## src/rtl/shape_det_pkg.sv

```systemverilog
// Shared types, box field layout and centre helpers for the shape detector
// and the target lock controller.
package shape_det_pkg;

  localparam int unsigned COORD_W   = 11;
  localparam int unsigned XMIN_LSB  = 0;
  localparam int unsigned YMIN_LSB  = 11;
  localparam int unsigned XMAX_LSB  = 22;
  localparam int unsigned YMAX_LSB  = 33;
  localparam int unsigned VALID_BIT = 44;
  localparam int unsigned BOX_W     = 45;
  localparam int unsigned STATE_W   = 3;
  localparam int unsigned DROP_W    = 8;

  typedef logic [COORD_W-1:0] coord_t;

  typedef enum logic [STATE_W-1:0] {
    ST_IDLE    = 3'd0,
    ST_SEARCH  = 3'd1,
    ST_CONFIRM = 3'd2,
    ST_LOCKED  = 3'd3,
    ST_LOST    = 3'd4
  } lock_state_e;

  typedef struct packed {
    logic   lost;
    coord_t y;
    coord_t x;
  } cmd_t;

  function automatic coord_t abs_diff(input coord_t a, input coord_t b);
    return (a >= b) ? (a - b) : (b - a);
  endfunction

  // Floor of the midpoint, computed on a sum one bit wider than a coordinate.
  function automatic coord_t mid_floor(input coord_t a, input coord_t b);
    logic [COORD_W:0] sum;
    sum = {1'b0, a} + {1'b0, b};
    return sum[COORD_W:1];
  endfunction

  function automatic coord_t mid_half_up(input coord_t a, input coord_t b);
    logic [COORD_W:0] sum;
    sum = {1'b0, a} + {1'b0, b} + (COORD_W+1)'(1);
    return sum[COORD_W:1];
  endfunction

endpackage

```

## src/rtl/target_lock_ctrl_if.sv

```systemverilog
// Aim command channel: valid/ready handshake carrying the box centre and a loss flag.
interface target_lock_ctrl_if;
  import shape_det_pkg::*;

  logic   cmd_vld;
  logic   cmd_rdy;
  coord_t cmd_x;
  coord_t cmd_y;
  logic   cmd_lost;

  modport master (output cmd_vld, cmd_x, cmd_y, cmd_lost, input cmd_rdy);
  modport slave  (input cmd_vld, cmd_x, cmd_y, cmd_lost, output cmd_rdy);
endinterface

```

## src/rtl/box_centre_calc.sv

```systemverilog
// Frame qualifier stage: validity/size check, box centre and jitter compare
// against the previous centre, registered once per box update.
module box_centre_calc
  import shape_det_pkg::*;
#(
  parameter int unsigned JITTER   = 8,
  parameter int unsigned MIN_SIZE = 30
) (
  input  logic             clk,
  input  logic             rst,
  input  logic             load,
  input  logic [BOX_W-1:0] box_pos,
  input  coord_t           prev_x,
  input  coord_t           prev_y,
  output logic             ok,
  output coord_t           cx,
  output coord_t           cy,
  output logic             stable
);

  coord_t xmin, ymin, xmax, ymax, cx_c, cy_c;
  logic   ok_c, stable_c;

  // Reversed boxes are rejected explicitly so the wrapped width never qualifies.
  always_comb begin
    xmin     = box_pos[XMIN_LSB +: COORD_W];
    ymin     = box_pos[YMIN_LSB +: COORD_W];
    xmax     = box_pos[XMAX_LSB +: COORD_W];
    ymax     = box_pos[YMAX_LSB +: COORD_W];
    ok_c     = box_pos[VALID_BIT] && (xmax >= xmin) && (ymax >= ymin) &&
               ((xmax - xmin) >= COORD_W'(MIN_SIZE)) &&
               ((ymax - ymin) >= COORD_W'(MIN_SIZE));
    cx_c     = mid_floor(xmin, xmax);
    cy_c     = mid_floor(ymin, ymax);
    stable_c = (abs_diff(cx_c, prev_x) <= COORD_W'(JITTER)) &&
               (abs_diff(cy_c, prev_y) <= COORD_W'(JITTER));
  end

  always_ff @(posedge clk or posedge rst) begin
    if (rst) begin
      ok     <= 1'b0;
      cx     <= '0;
      cy     <= '0;
      stable <= 1'b0;
    end else if (load) begin
      ok     <= ok_c;
      cx     <= cx_c;
      cy     <= cy_c;
      stable <= stable_c;
    end
  end

endmodule

```

## src/rtl/target_lock_ctrl.sv

```systemverilog
// Target lock controller: confirms a target over stable frames, tracks it, reports loss.
// Build option TARGET_LOCK_AVG_EN: tracked centre is the half-up average of previous and new.
module target_lock_ctrl
  import shape_det_pkg::*;
#(
  parameter int unsigned CONFIRM_FRAMES = 4,
  parameter int unsigned LOST_FRAMES    = 10,
  parameter int unsigned JITTER         = 8,
  parameter int unsigned MIN_SIZE       = 30
) (
  input  logic                clk,
  input  logic                rst,
  input  logic                enable,
  input  logic                box_upd,
  input  logic [BOX_W-1:0]    box_pos,
  target_lock_ctrl_if.master  cmd_if,
  output logic                locked,
  output logic [STATE_W-1:0]  state,
  output logic [DROP_W-1:0]   drop_cnt
);

  localparam int unsigned STAB_W        = $clog2(CONFIRM_FRAMES + 1);
  localparam int unsigned MISS_W        = $clog2(LOST_FRAMES + 1);
  localparam bit          LOCK_ON_FIRST = (CONFIRM_FRAMES <= 1);

  lock_state_e       state_q, state_d;
  logic              upd_d1, s1_ok, s1_stable;
  coord_t            s1_cx, s1_cy, trk_x_c, trk_y_c;
  coord_t            prev_x_q, prev_y_q, prev_x_d, prev_y_d;
  logic [STAB_W-1:0] stab_q, stab_d, stab_next_c;
  logic [MISS_W-1:0] miss_q, miss_d, miss_next_c;
  logic              confirm_hit_c, miss_hit_c, issue_c, vld_q, vld_d, locked_q;
  cmd_t              cmd_q, cmd_d, issue_cmd_c;
  logic [DROP_W-1:0] drop_q, drop_d;

  box_centre_calc #(.JITTER(JITTER), .MIN_SIZE(MIN_SIZE)) u_calc (
    .clk    (clk),
    .rst    (rst),
    .load   (box_upd && enable),
    .box_pos(box_pos),
    .prev_x (prev_x_q),
    .prev_y (prev_y_q),
    .ok     (s1_ok),
    .cx     (s1_cx),
    .cy     (s1_cy),
    .stable (s1_stable)
  );

  always_comb begin
    stab_next_c   = s1_stable ? (stab_q + STAB_W'(1)) : STAB_W'(1);
    miss_next_c   = miss_q + MISS_W'(1);
    confirm_hit_c = (stab_next_c >= STAB_W'(CONFIRM_FRAMES));
    miss_hit_c    = (miss_next_c >= MISS_W'(LOST_FRAMES));
`ifdef TARGET_LOCK_AVG_EN
    trk_x_c = mid_half_up(prev_x_q, s1_cx);
    trk_y_c = mid_half_up(prev_y_q, s1_cy);
`else
    trk_x_c = s1_cx;
    trk_y_c = s1_cy;
`endif
  end

  always_ff @(posedge clk or posedge rst) begin
    if (rst) state_q <= ST_IDLE;
    else     state_q <= state_d;
  end

  // Frame-driven transitions happen only on upd_d1; IDLE and LOST advance every cycle.
  always_comb begin
    state_d = state_q;
    if (!enable) begin
      state_d = ST_IDLE;
    end else begin
      unique case (state_q)
        ST_IDLE:    state_d = ST_SEARCH;
        ST_SEARCH:  if (upd_d1 && s1_ok) state_d = LOCK_ON_FIRST ? ST_LOCKED : ST_CONFIRM;
        ST_CONFIRM: if (upd_d1) begin
                      if (!s1_ok)             state_d = ST_SEARCH;
                      else if (confirm_hit_c) state_d = ST_LOCKED;
                    end
        ST_LOCKED:  if (upd_d1 && !s1_ok && miss_hit_c) state_d = ST_LOST;
        ST_LOST:    state_d = ST_SEARCH;
        default:    state_d = ST_IDLE;
      endcase
    end
  end

  always_comb begin
    stab_d      = stab_q;
    miss_d      = miss_q;
    prev_x_d    = prev_x_q;
    prev_y_d    = prev_y_q;
    issue_c     = 1'b0;
    issue_cmd_c = '{lost: 1'b0, y: s1_cy, x: s1_cx};
    cmd_d       = cmd_q;
    drop_d      = drop_q;
    vld_d       = vld_q && !cmd_if.cmd_rdy;

    if (!enable) begin
      stab_d = '0;
      miss_d = '0;
      vld_d  = 1'b0;
    end else begin
      unique case (state_q)
        ST_SEARCH: if (upd_d1 && s1_ok) begin
          stab_d   = STAB_W'(1);
          miss_d   = '0;
          prev_x_d = s1_cx;
          prev_y_d = s1_cy;
          issue_c  = LOCK_ON_FIRST;
        end
        ST_CONFIRM: if (upd_d1) begin
          if (!s1_ok) begin
            stab_d = '0;
          end else begin
            stab_d   = stab_next_c;
            prev_x_d = s1_cx;
            prev_y_d = s1_cy;
            issue_c  = confirm_hit_c;
            miss_d   = '0;
          end
        end
        ST_LOCKED: if (upd_d1) begin
          if (s1_ok) begin
            miss_d      = '0;
            prev_x_d    = trk_x_c;
            prev_y_d    = trk_y_c;
            issue_c     = 1'b1;
            issue_cmd_c = '{lost: 1'b0, y: trk_y_c, x: trk_x_c};
          end else begin
            miss_d      = miss_next_c;
            issue_c     = miss_hit_c;
            issue_cmd_c = '{lost: 1'b1, y: prev_y_q, x: prev_x_q};
          end
        end
        default: ;
      endcase

      // Latest command wins over a pending one, except a pending loss notice.
      if (issue_c) begin
        if (vld_q && !cmd_if.cmd_rdy) begin
          drop_d = (drop_q == '1) ? drop_q : (drop_q + DROP_W'(1));
          if (!cmd_q.lost) cmd_d = issue_cmd_c;
        end else begin
          cmd_d = issue_cmd_c;
        end
        vld_d = 1'b1;
      end
    end
  end

  always_ff @(posedge clk or posedge rst) begin
    if (rst) begin
      upd_d1   <= 1'b0;
      stab_q   <= '0;
      miss_q   <= '0;
      prev_x_q <= '0;
      prev_y_q <= '0;
      cmd_q    <= '0;
      vld_q    <= 1'b0;
      drop_q   <= '0;
      locked_q <= 1'b0;
    end else begin
      upd_d1   <= box_upd && enable;
      stab_q   <= stab_d;
      miss_q   <= miss_d;
      prev_x_q <= prev_x_d;
      prev_y_q <= prev_y_d;
      cmd_q    <= cmd_d;
      vld_q    <= vld_d;
      drop_q   <= drop_d;
      locked_q <= (state_d == ST_LOCKED);
    end
  end

  assign cmd_if.cmd_vld  = vld_q;
  assign cmd_if.cmd_x    = cmd_q.x;
  assign cmd_if.cmd_y    = cmd_q.y;
  assign cmd_if.cmd_lost = cmd_q.lost;
  assign locked          = locked_q;
  assign state           = state_q;
  assign drop_cnt        = drop_q;

endmodule

```

## src/flat_wrapper.sv

```systemverilog
// flat-port wrapper written by rule: the top's interface ports become plain ports
module target_lock_ctrl_flat import shape_det_pkg::*;
#(
  parameter int unsigned CONFIRM_FRAMES = 4,
  parameter int unsigned LOST_FRAMES    = 10,
  parameter int unsigned JITTER         = 8,
  parameter int unsigned MIN_SIZE       = 30
)
  (clk, rst, enable, box_upd, box_pos, locked, state, drop_cnt, cmd_if_cmd_vld, cmd_if_cmd_x, cmd_if_cmd_y, cmd_if_cmd_lost, cmd_if_cmd_rdy);
  target_lock_ctrl_if cmd_if_i ();
  input  logic clk;
  input  logic rst;
  input  logic enable;
  input  logic box_upd;
  input  logic [BOX_W-1:0] box_pos;
  output logic locked;
  output logic [STATE_W-1:0] state;
  output logic [DROP_W-1:0] drop_cnt;
  output wire logic [$bits(cmd_if_i.cmd_vld)-1:0] cmd_if_cmd_vld;
  output wire logic [$bits(cmd_if_i.cmd_x)-1:0] cmd_if_cmd_x;
  output wire logic [$bits(cmd_if_i.cmd_y)-1:0] cmd_if_cmd_y;
  output wire logic [$bits(cmd_if_i.cmd_lost)-1:0] cmd_if_cmd_lost;
  input wire logic [$bits(cmd_if_i.cmd_rdy)-1:0] cmd_if_cmd_rdy;
  assign cmd_if_cmd_vld = cmd_if_i.cmd_vld;
  assign cmd_if_cmd_x = cmd_if_i.cmd_x;
  assign cmd_if_cmd_y = cmd_if_i.cmd_y;
  assign cmd_if_cmd_lost = cmd_if_i.cmd_lost;
  assign cmd_if_i.cmd_rdy = cmd_if_cmd_rdy;
  target_lock_ctrl #(.CONFIRM_FRAMES(CONFIRM_FRAMES), .LOST_FRAMES(LOST_FRAMES), .JITTER(JITTER), .MIN_SIZE(MIN_SIZE)) u_core (.clk(clk), .rst(rst), .enable(enable), .box_upd(box_upd), .box_pos(box_pos), .cmd_if(cmd_if_i), .locked(locked), .state(state), .drop_cnt(drop_cnt));
endmodule
```

## config.mk

```make
export PLATFORM = sky130hd
export DESIGN_NAME = target_lock_ctrl_flat
export DESIGN_NICKNAME = d
export VERILOG_FILES = /design/src/rtl/shape_det_pkg.sv /design/src/rtl/target_lock_ctrl_if.sv /design/src/rtl/box_centre_calc.sv /design/src/rtl/target_lock_ctrl.sv /design/src/flat_wrapper.sv
export SDC_FILE = /design/constraint.sdc
export NUM_CORES = 1
export LEC_CHECK = 0
export CAP_MARGIN = 20
export CORE_ASPECT_RATIO = 0.8
export CORE_UTILIZATION = 35
export CTS_CLUSTER_DIAMETER = 150
export DETAILED_ROUTE_END_ITERATION = 12
export PLACE_DENSITY = 0.65
export SYNTH_ARGS = -nofsm -noshare
export SYNTH_HDL_FRONTEND = slang
export SYNTH_SLANG_ARGS = --single-unit
```

## constraint.sdc

```tcl
create_clock -name clk -period 3.8 [get_ports clk]
set_clock_uncertainty 0.2 [all_clocks]
set_input_delay 0.57 -clock clk [delete_from_list [all_inputs] [get_ports clk]]
set_output_delay 0.57 -clock clk [all_outputs]
set_load 0.1 [all_outputs]
```

# Yosys cells after proc, flatten, opt, wreduce, memory -nomap -nowiden
# Cells that the tools add are included.
# op_classes
add_sub_neg	11
n_lt_le_gt_ge	10
eq_ne	16
muxes	43
n_bitwise	1
reduce_logical	22
# ops
operator	n
23-bit 2-to-1 mux	5
11-bit 2-to-1 mux	8
11-bit subtractor	6
11-bit >= comparator	4
11-bit one-hot mux with 2 select lines	2
3-bit 2-to-1 mux	11
11-bit by 11-bit adder with 12-bit output	2
4-bit 2-to-1 mux	6
11-bit by 5-bit >= comparator with 1-bit output, second input constant	2
11-bit by 4-bit less-or-equal comparator with 1-bit output, second input constant	2
3-bit one-hot mux with 4 select lines	1
4-bit one-hot mux with 3 select lines	1
1-bit logical AND	10
5-bit AND reduction	2
3-bit by 2-bit equality test with 1-bit output, second input constant	3
3-bit by 2-bit inequality test with 1-bit output, second input constant	3
8-bit by 1-bit adder with 8-bit output, second input constant	1
8-bit equality test, second input constant	1
1-bit 2-to-1 mux	7
2-bit by 1-bit inequality test with 1-bit output, second input constant	3
3-bit one-hot mux with 2 select lines	1
3-bit AND reduction	2
4-bit by 1-bit adder with 4-bit output, second input constant	1
4-bit >= comparator, second input constant	1
16 further kinds	18
# totals
regBits	90
inputBits	50
output_inout_bits	36
word_cells	119

# Depth between registers and ports, before layout
# depth
word_depth	9
depth_mapped	22
depth_no_buf	21

# Cells and area by module
# Synthesis repeated with hierarchy kept, for this count alone.
# hier_totals
hier_cells	897
hier_area_um2	7997.7
# modules_own_cells
module	n_inst	cells_each	area_each_um2
box_centre_calc	1	651	4807.1
target_lock_ctrl	1	246	3190.6

# Worst setup path after synthesis
# Ideal clock, no wire load.
# synth_path
path_kind	input to register
start	in box_pos[11]
end	reg u_core.u_calc.stable
arrival_time_ns	4.298
setup_slack_ns	-0.802
cell_stages	21
n_path_buf	0
path_cell_list	ha_1 -> fa_1 -> nand2b_1 -> a21oi_1 -> o21bai_1 -> a21oi_1 -> o21bai_1 -> a21oi_1 -> o311ai_1 -> nor2b_1 -> xnor2_1 -> ha_1 -> nand3_2 -> or4_4 -> a21oi_4 -> a211oi_2 -> mux2i_1 -> xnor2_1 -> o21ai_1 -> nand4b_1 -> o41ai_2
# synth_between
elab_chain_cells	5
elab_cells_between_ends	7
cone_classes	3 x add/sub; 2 x order compare; 1 x mux; 1 x reduce/logical
# synth_lines
item	line_no	source
start: declaration	flat_wrapper.sv:15	input logic [BOX_W-1:0] box_pos;
11-bit by 11-bit adder with 12-bit output (*)	shape_det_pkg.sv:38	sum = {1'b0, a} + {1'b0, b};
named net u_core.u_calc.cy_c[9]	box_centre_calc.sv:21	coord_t xmin, ymin, xmax, ymax, cx_c, cy_c;
11-bit subtractor or 11-bit >= comparator (tied branches)	shape_det_pkg.sv:32	return (a >= b) ? (a - b) : (b - a);
11-bit 2-to-1 mux (*)	shape_det_pkg.sv:32	
11-bit by 4-bit less-or-equal comparator with 1-bit output (*)	box_centre_calc.sv:36	(abs_diff(cy_c, prev_y) <= COORD_W'(JITTER));
1-bit logical AND (*)	box_centre_calc.sv:35	stable_c = (abs_diff(cx_c, prev_x) <= COORD_W'(JITTER)) &&
end signal: assignment	box_centre_calc.sv:49	stable <= stable_c;
end: declaration	box_centre_calc.sv:18	output logic stable
# The timed path passes the listed nets; every way through them passes the cells marked *.
# A chain may end at the register's enable or synchronous reset.

# Final worst setup path
# Ends and elaborated chain as after synthesis.

==> run_results.csv <==
group,metric,value,unit
die,chipHeight,133,µm
sta,setup_ws,-0.689,ns
sta,timing.final.crit_share,118,%
die,ios,86,
sta,min_period,4.49,ns
power,seq_power_share,27.4,%
global_routing,grt_usage,17.8,%
min_path,hold_depth,2,
yosys,synth-edff-count,0,
global_routing,globalRouteMet2Util,26.0,%
global_routing,met1_usage,27.1,%
yosys,synth_warnings,0,
clock_tree,clk_pin_slew,0.07,ns
power,p_clk_share,19.9,%
drt,viasPerCell,4.94,
power,p_sw_share,38.0,%
cells_and_area,layout-drive-gt1-share,21.8,%
power,power_density,407,mW/mm²
min_path,hp-start,"u_core.cmd_if.cmd_x[2]$_DFFE_PP0P_",
clock_tree,numCtsBuffers,9,
drt,vias,6963,
power,p_comb_share,52.7,%
die,dieArea,0.0221,mm²
drt,antenna_left,0,
sta,rsz0062_at_grt,"yes",
clock_tree,clkLatencyLatePin,0.35,ns
setup_path,critPathBufInv,2,
cells_and_area,fin_util,50.1,%
setup_path,start_kind,"input pin",
setup_path,rr_worst_depth,12,
setup_path,cp.required,3.85,ns
place,placed_cells,1381,
global_routing,antenna_found_initial,0,
place,place_ws,-1.52,ns
cells_and_area,layout_common_cells,"161 x buf_4, 103 x nand2_1, 94 x inv_1",
setup_path,critPathCaptureType,"register",
global_routing,grt_pass1_vias,6529,
die,core,0.0209,mm²
setup_path,critPathMaxFanout,5,
global_routing,grt.overflow.total,0,
run_status,violations,"DRC, setup timing",
setup_path,worst-setup-path-type,"input pin to register",
clock_tree,cts-root-buf,"clkbuf_16",
setup_path,path_cells,"buf_8, ha_4, fa_2, nand2b_4, a21oi_4, o21bai_4, a21oi_2, o21bai_1, a21oi_2, o311ai_2, nor2b_4, xnor2_2, ha_1, nand3_2, or4_4, a21oi_4, a211oi_4, buf_4, mux2i_1, xor2_1, o21ai_1, nand4b_1, o41ai_2",
yosys,synth_nets,1060,
die,dieWidth,166,µm
power,netSwitchingPower,1620,µW
yosys,syn_area_per_cell,8.23,µm²
min_path,hold-path-endpoint,"u_core.cmd_if.cmd_x[2]$_DFFE_PP0P_",
clock_tree,htreeDepth,3,
power,power,4260,µW
setup_path,crit_slowest_cell,"or4_4",
cells_and_area,final_common_cell,"buf_4",
cells_and_area,final_nets,1280,
sta,fmax,223,MHz
yosys,async_flop_share,100,%
setup_path,r2r_start,"u_core.prev_y_q[3]$_DFFE_PP0P_",
place,dp_hpwl,14.9,mm
global_routing,use_met3,2.70,%
sta,setup_viol,1,
place,gp_congestion,0.876,
yosys,syn-cell-area,0.00754,mm²
cells_and_area,layout.cells.non_filler,1409,
die,core.rowCount,47,
sta,hold_violations,0,
die,start_util,36.1,%
clock_tree,cts_tree,"yes",
yosys,yosysSeqAreaShare,29.9,%
power,p_leak,0.00499,µW
setup_path,critPathMaxStageDelay,0.46,ns
global_routing,grt_pass1_wl,32.0,mm
cells_and_area,area_delta_synth_final,38.8,%
setup_path,cp.arrival,4.54,ns
sta,worstMarginPinSlew,1.02,ns
clock_tree,cts.path.max_buffers,2,
drt,drcViolationCount,9,
place,port_buffers,85,
setup_path,cp_top_family,"compound AO/OA/AOI/OAI gates",
global_routing,grt_start_max_net_pins,49,
power,irDropWorstVdd,0.279,mV
sta,relSlewSlack,31.8,%
global_routing,gr-max-usage-layer,"met1",
cells_and_area,diodes,0,
sta,slew_violations,0,
power,intPower,2640,µW
yosys,synth_ff_type,"dfrtp_1",
drt,drt_wl_total,19.5,mm
min_path,hold_path_class,"register to register",
yosys,ys_types,69,
flow_run,drv_cap,0,
yosys,synthCells,916,
setup_path,timing.rr.end,"u_core.u_calc.stable$_DFFE_PP0P_",
run_status,outcome,"finished with violations",
clock_tree,cts_num_sinks,90,
yosys,ys_ff_latch,90,
drt,initialDrtViolationCount,442,
drt,wl_per_cell,13.8,µm
setup_path,reg2reg_slack,0.82,ns
drt,drt_first_pass_iters,9,
-- tightest hold or removal path, cell delays in order, from the launching register on --
cell and delay (ns):
dfrtp_1 0.34, nand2_1 0.05, o21ai_1 0.06
-- cells in the mapped netlist, types with 4 or more instances --
library cell / n / area [µm²]
or2_2: 4 / 25.0
nor2_1: 50 / 188
and2_1: 4 / 25.0
o31ai_1: 4 / 30.0
mux2i_1: 32 / 320
a31oi_1: 9 / 56.3
nand2b_1: 11 / 68.8
nand3_1: 13 / 65.1
nand2_1: 105 / 394
fa_1: 4 / 80.1
a21o_1: 23 / 173
xnor2_1: 35 / 307
ha_1: 90 / 1130
nand4_1: 8 / 50.1
a221oi_1: 4 / 35.0
o22ai_1: 5 / 31.3
buf_2: 5 / 25.0
clkbuf_1: 35 / 131
a21oi_1: 58 / 290
nor2b_1: 13 / 81.3
o21ai_0: 61 / 305
dfrtp_1: 90 / 2250
o21ai_1: 41 / 205
inv_1: 99 / 372
or3_1: 6 / 37.5
xor2_1: 16 / 140
o211ai_1: 4 / 30.0
o21bai_1: 8 / 60.1
nor3_1: 11 / 55.1
o21a_1: 4 / 30.0
and3_1: 6 / 37.5
-- registers in the layout, summed over array words and instances, names as in the netlist, 3 cells and up --
register	cells
u_core.state	3
u_core.u_calc.cx	11
u_core.prev_y_q	11
u_core.cmd_if.cmd_y	11
u_core.miss_q	4
u_core.cmd_if.cmd_x	11
u_core.stab_q	3
u_core.prev_x_q	11
u_core.drop_cnt	8
u_core.u_calc.cy	11
-- stage by stage --
stage / setup TNS, ns / hold slack, ns / cell area [µm²]
6_report: -0.689 / 0.282 / 10500
5_1_grt: -0.870 / 0.304 / 10500
4_1_cts: -0.901 / 0.292 / 10200
3_5_place_dp: -1.52 / 0.276 / 9740
3_3_place_gp: -1.52 / 0.265 / 9740
2_1_floorplan: -0.664 / 0.270 / 7550
-- area by class of cell --
cell class	count	area [µm²]
clock buffer	10	229
clock inverter	5	41.3
fill	1988	10400
inverter	100	377
multi-input combinational	685	5100
sequential	90	2250
tap	269	337
timing repair buffer	250	2130
-- per-layer routing --
metal / vias up / part of all wire (%)
met5: - / 0
met4: 0 / 0.80
met3: 15 / 4.2
met2: 153 / 42
met1: 3217 / 53
li1: 3578 / -
-- worst max path at each step --
stage,startpoint,end,slack (ns),cells after the start
global route,box_pos[2],u_core.u_calc.stable$_DFFE_PP0P_,-0.87,22
global placement,box_pos[11],u_core.u_calc.stable$_DFFE_PP0P_,-1.52,22
CTS,box_pos[33],u_core.u_calc.stable$_DFFE_PP0P_,-0.90,22
floorplan,box_pos[11],u_core.u_calc.stable$_DFFE_PP0P_,-0.66,21
finish,box_pos[11],u_core.u_calc.stable$_DFFE_PP0P_,-0.69,23
detailed placement,box_pos[11],u_core.u_calc.stable$_DFFE_PP0P_,-1.52,22
-- cells by family (layout without fill, tap and decap cells) --
group,after synthesis,after routing,synth area share (%)
muxes,35,35,4.70
buffers and inverters,141,365,7.10
adders and majority gates,94,94,16.0
DFF,90,90,29.9
AOI/OAI and AO/OA,257,257,21.0
and+or+nand+nor,248,248,15.4
xor gates and xnor gates,51,51,5.93
-- power groups by stage --
stage	Combinational (µW)	Clock (µW)	Sequential [µW]
after floorplan	1240	0	1160
after global placement	2010	0	1180
after detailed placement	2030	0	1180
after CTS	2100	872	1160
after global routing	2480	904	1180
final	2240	849	1170
-- timing repair --
action                                  in CTS  in global routing
pin swaps                                   20                 39
buffers inserted                             6                  7
endpoints found under the setup margin       1                  1
gates resized for setup                     39                 57
hold buffers                                 0                  0
Note: power is estimated with default switching activity, not from simulation.
